==> config.mk <==
export PLATFORM = sky130hd
export DESIGN_NAME = line_window_3x3
export DESIGN_NICKNAME = d
export VERILOG_FILES = /design/src/rtl/line_window_3x3.sv
export SDC_FILE = /design/constraint.sdc
export NUM_CORES = 2
export LEC_CHECK = 0
export CAP_MARGIN = 10
export CORE_ASPECT_RATIO = 1.75
export CORE_MARGIN = 2
export CORE_UTILIZATION = 50
export DETAILED_ROUTE_END_ITERATION = 10
export PLACE_DENSITY = 0.66
export SLEW_MARGIN = 20
export SYNTH_ARGS = -nofsm -noshare
export SYNTH_HDL_FRONTEND = slang
export SYNTH_SLANG_ARGS = --single-unit
==> constraint.sdc <==
create_clock -name clk -period 27.2 [get_ports clk]
set_input_delay 8.16 -clock clk [delete_from_list [all_inputs] [get_ports clk]]
set_output_delay 8.16 -clock clk [all_outputs]
set_load 0.005 [all_outputs]
==> src/rtl/line_window_3x3.sv <==
// rtl/line_window_3x3.sv - raster 3x3 neighbourhood generator with two line buffers.
// Optional LINE_WIN_FRAME_DONE_EN adds a frame_done pulse on the last window of a frame.
module line_window_3x3 #(
   parameter int IMG_W = 256,
   parameter int IMG_H = 256
) (
   input  logic                       clk,
   input  logic                       rst,
   input  logic                       in_valid,
   input  logic [7:0]                 pixel_in,
   output logic                       win_valid,
   output logic [71:0]                win,
   output logic [$clog2(IMG_H)-1:0]   center_row,
   output logic [$clog2(IMG_W)-1:0]   center_col
`ifdef LINE_WIN_FRAME_DONE_EN
   ,
   output logic                       frame_done
`endif
);

   localparam int CW = $clog2(IMG_W);
   localparam int RW = $clog2(IMG_H);
   localparam logic [CW-1:0] COL_LAST = CW'(IMG_W - 1);
   localparam logic [RW-1:0] ROW_LAST = RW'(IMG_H - 1);

   logic [CW-1:0] col;
   logic [RW-1:0] row;
   logic [7:0]    line1 [IMG_W];
   logic [7:0]    line2 [IMG_W];
   logic [7:0]    l1_rd;
   logic [7:0]    l2_rd;
   logic          col_last;
   logic          row_last;
   logic          win_ok;

   assign l1_rd    = line1[col];
   assign l2_rd    = line2[col];
   assign col_last = (col == COL_LAST);
   assign row_last = (row == ROW_LAST);
   // A full neighbourhood exists only once two earlier rows and columns of this line are in.
   assign win_ok   = (row >= RW'(2)) && (col >= CW'(2));

   // Line buffers are deliberately not reset; row<2 gating hides stale content.
   always_ff @(posedge clk) begin
      if (rst && in_valid) begin
         line2[col] <= l1_rd;
         line1[col] <= pixel_in;
      end
   end

   always_ff @(posedge clk) begin
      if (!rst) begin
         col        <= '0;
         row        <= '0;
         win        <= '0;
         win_valid  <= 1'b0;
         center_row <= '0;
         center_col <= '0;
      end else begin
         win_valid <= in_valid && win_ok;
         if (in_valid) begin
            win        <= {win[63:48], l2_rd, win[39:24], l1_rd, win[15:0], pixel_in};
            center_row <= row - RW'(1);
            center_col <= col - CW'(1);
            if (col_last) begin
               col <= '0;
               row <= row_last ? '0 : row + RW'(1);
            end else begin
               col <= col + CW'(1);
            end
         end
      end
   end

`ifdef LINE_WIN_FRAME_DONE_EN
   always_ff @(posedge clk) begin
      if (!rst) begin
         frame_done <= 1'b0;
      end else begin
         frame_done <= in_valid && row_last && col_last;
      end
   end
`endif

endmodule

# After elaboration in Yosys (flattened, before gate mapping)
# Memories as Yosys holds them, arrays and structs flattened. A register that Yosys moved wholly into a read port is not among the register bits.
# Cells that the tools add are included.
# totals
register_bits	105
ramBits	4096
in_bits	11
output_inout_bits	89
wordCells	27
mem_count	2
# op_classes
add_sub_neg	4
order_cmp	2
n_eq_ne	2
muxes	6
n_reduce_logical	5
# mem_list
name	depth	width	rd	rd_clocked_by_memory_dff	write_ports	line	text
line1	256	8	1	1	1	28	logic [7:0] line1 [IMG_W];
line2	256	8	1	1	1	29	logic [7:0] line2 [IMG_W];
# op_table
cell	n
two-way mux 8 bit	4
adder 8 x 1 -> 8 bit, second input constant	2
equality test 8 bit, second input constant	2
greater-or-equal comparator 8 x 2 -> 1 bit, second input constant	2
subtractor 8 x 1 -> 8 bit, second input constant	2
logical AND 1 bit	3
two-way mux 1 bit	2
AND reduction 2 bit	1
logical NOT 1 bit	1

# Logic depth before layout (Yosys ltp)
# depth
word_depth	4
mapped_depth	13

# Worst setup path before layout
# OpenSTA, ideal clock, no wires.
# synth_path
kind	in2reg
startpoint	input port rst
endpoint	memory line1[196][0] (enable)
setup_ps	389
arrival_ps	9946
required_ps	26811
slack_ps	16866
path_stages	6
path_cell_list	clkbuf_1 -> nand2_1 -> nor3_1 -> nand2_1 -> clkbuf_1 -> nor2_1
# synth_between
elab_chain_len	3
# synth_lines
element	line	text
from (decl)	8	input logic rst,
logical AND 1 bit	45	if (rst && in_valid) begin
two-way mux 1 bit	45	
two-way mux 1 bit (not written as such)	47	line1[col] <= pixel_in;
to (decl)	28	
# Every way passes these cells.

# Worst setup path in the final report
# layout_path
startpoint	input port rst
endpoint	memory line2[130][6] (enable)
# layout_between
elab_chain_len	3
# layout_lines
element	line	text
logical AND 1 bit	45	
two-way mux 1 bit	45	
two-way mux 1 bit (not written as such)	46	line2[col] <= l1_rd;
to (decl)	29	
# Every way passes these cells.

==> impl_results.md <==
* Status: complete, no violations
* Drt pass-1 iters at 6
* Global Route met3 Usage at 6.41%
* Setup CP Type: in -> reg
* Fin crit share at about 42%
* Final instance area at around 0.18 mm^2
* Worst hold path stage count at 1
* Max Cap Viol at 0
* Number of synthesized flops with an enable pin at 4096
* Rel. slew slack at under 10%
* Worst Setup End Kind: flop
* Area leader, netlist: edfxtp_1
* GRT Util Overall at 29.9%
* CP Max Fanout at between 100 and 150
* Synthesis-stage register bit count at between 4000 and 5000
* Netlist cell types at 77
* Largest net degree at the start of global routing at 160
* Worst r2r path cells at 11
* Layout Nets at around 7700
* DRT antenna net count at 0
* Worst Hold Path EP: center_col[5]$_SDFFE_PN0P_
* VDD IR max at 0.0000687 V
* Global route total overflow at 0
* Yosys top cell area share at 76.0%
* Die area at 0.328 mm^2
* Wire per inst at around 40 um
* H-Tree Depth at 5
* HPWL Detailed at 314 mm
* Top cells by area, synth: edfxtp_1 (76%), mux4_2 (15%), mux2i_1 (1.5%), dfxtp_1 (1.4%), nor2_1 (0.77%)
* Hold Crit Start: center_col[5]$_SDFFE_PN0P_
* Type of the most critical hold path: reg -> reg
* Setup ws final at between 15 and 20 ns
* Most used flip-flop cell after synthesis: edfxtp_1
* Share of cells above drive strength 1 at a little over a quarter
* Most common cell in the netlist: edfxtp_1
* Clk sink count at about 4200
* Worst skew pair latency at just under 1 ns
* Final setup violation count at 0
* Leakage at ~54 nW
* GRT busiest layer: met2
* Post-synth top cells: edfxtp_1 (4096), mux4_2 (1083), nor2_1 (333), mux2i_1 (250), clkbuf_1 (153)
* Final slew viol count at 0
* DRC viols at 0
* Mapped Nets at slightly above 7000
* Startpoint types: input port
* Fraction of registers with async set/reset at 0%
* Final WL at around 490 mm
* TritonCTS clock tree: built
* R2R Setup Slk at ~19 ns
* Worst Max-Slew Pin Slew at between 1 and 1.5 ns
* Die W at 434 um
* 1st-iter DRT viols at around 11000
* # rows at between 200 and 300
* CTS Hold Bufs at 0
* Core Area at around 0.32 mm^2
* Placer Congestion at roughly 1
* Post-Synthesis Cell Area at 0.162 mm^2
* CP Data Required Time at roughly 28 ns
* Total CTS buffers at 348
* Hold Fails Final Rpt at 0
* Clock skew at around 0.074 ns
* Sequential element share of the synthesized area at ~77%
* Starting Density at 50.2%
* Pre-CTS WS at 14.82 ns
* Min Tclk post-route at 11.48 ns
* Placed cell area at approximately 0.17 mm^2
* DR vias at 80041
* Initial antenna violation count at 31
* GR Layer Usage met1 at between 30% and 40%
* Max Buffers Root-to-Sink at 4
* First-pass GRT wire length at about 670 mm
* Filler cell count at ~23000
* Power Density at 72.6 mW/mm^2
* Yosys warns at 0
* Met2 Use GR at between 40% and 50%
* PostCTS Resize Cnt at 0
* Area growth syn-to-layout at 11.9%
* PortBufs at 99
* RSZ-0062 raised after global routing: false
* Final TNS setup at 0 ns
* Clock root cell: clkbuf_16
* Post-Syn Instances at about 7300
* Ports at 100
* Max Clk Rate at roughly 87 MHz
* R2R Path End: line2[109][7]$_DFFE_PP_
* Die Height at approximately 760 um
* Syn Area/Cell at between 20 and 25 um^2
* CP startpoint: rst
* Worst-path clk slew at 0.07 ns
* CP arrival at about 12 ns
* Vias in the first global route at approximately 80000
* # Post-CTS Setup Buffers at 0
* Via-to-Cell Ratio at 6.54
## state kept, by name, summed over array words and instances (netlist names), named ones only
name        count
center_row      8
line2        2048
line1        2048
center_col      8
col             8
row             8
win_valid       1
win            72
## stage by stage
step                instances  hold WS, ns  utilization, %  power (mW)
CTS                     12212        0.493            56.1        13.2
detailed placement      11593        0.477            52.5        8.10
global placement        11592        0.463            52.5        8.09
global route            12217        0.509            56.1        13.4
finish                  12246        0.493            56.1        13.1
floorplan                7255        0.473               -        7.75
## critical path, stage by stage
cell     delay [ns]
buf_2          0.07
buf_4          0.72
and2_1         0.66
nand3_2        0.96
buf_4          0.58
nor2_1         0.58
buf_4          0.30
## worst max path at each step
stage,endpoint,slack [ns],cells after the start
6_report,line2[130][6]$_DFFE_PP_,15.72,7
5_1_grt,line1[162][3]$_DFFE_PP_,15.78,7
4_1_cts,line1[62][5]$_DFFE_PP_,15.81,7
3_5_place_dp,line1[62][1]$_DFFE_PP_,14.82,7
3_3_place_gp,line1[62][1]$_DFFE_PP_,14.92,7
2_1_floorplan,line1[196][0]$_DFFE_PP_,16.87,6
## power by group
part           leakage, nW  total (mW)  internal, mW  switching [mW]
Clock                 5.58        5.18          2.86            2.32
Combinational         11.0       0.769         0.239           0.530
Sequential            37.7        7.20          7.18          0.0152
Total                 54.4        13.1          10.3            2.87
## layout make-up
type / instances / area (um^2) / share of cell area [%]
Antenna cell: 30 / 75.1 / 0.0415
Clock buffer: 392 / 9040 / 5.00
Clock inverter: 227 / 2470 / 1.36
Inverter: 11 / 41.3 / 0.0228
Multi-Input combinational cell: 2617 / 34800 / 19.2
Sequential cell: 4209 / 125000 / 69.2
Tap cell: 4309 / 5390 / 2.98
Timing Repair Buffer: 451 / 3910 / 2.16
## cell families after synthesis
kind of cell / count (synthesis) / share of synthesized area [%]
buf+inv: 429 / 1.40
simple gates: 766 / 2.20
compound gates: 449 / 1.91
xor+xnor: 20 / 0.108
mux: 1375 / 16.9
fa+ha+maj: 7 / 0.0541
flops: 4209 / 77.4
## routing by layer
layer | vias to the layer above | wire, um
met4 | 14 | 48600
met1 | 42408 | 154000
met3 | 1335 | 44400
met5 | - | 78
li1 | 31283 | -
met2 | 5001 | 242000
## cell usage in the layout (no fill, tap or decap), types with 13 or more instances in the layout
cell and instances:
a211oi_1 23, a21oi_1 66, a22o_1 13, a22oi_1 51, a31oi_1 19, and2_1 15
buf_12 15, buf_4 332, bufinv_16 48, clkbuf_1 36, clkbuf_16 356, clkdlybuf4s50_1 89
clkinv_1 73, clkinv_2 56, clkinvlp_4 23, dfxtp_1 103, diode_2 30, edfxtp_1 4096
mux2_2 41, mux2i_1 244, mux4_2 1083, nand2_1 115, nand2b_1 20, nand3_1 39
nand4_1 13, nor2_1 245, nor2_2 85, nor2b_1 89, nor3_1 39, nor4_1 17
o211a_1 13, o21ai_0 47, o21ai_1 21, o22ai_1 80
No activity file was read; power rests on OpenSTA's default activity.
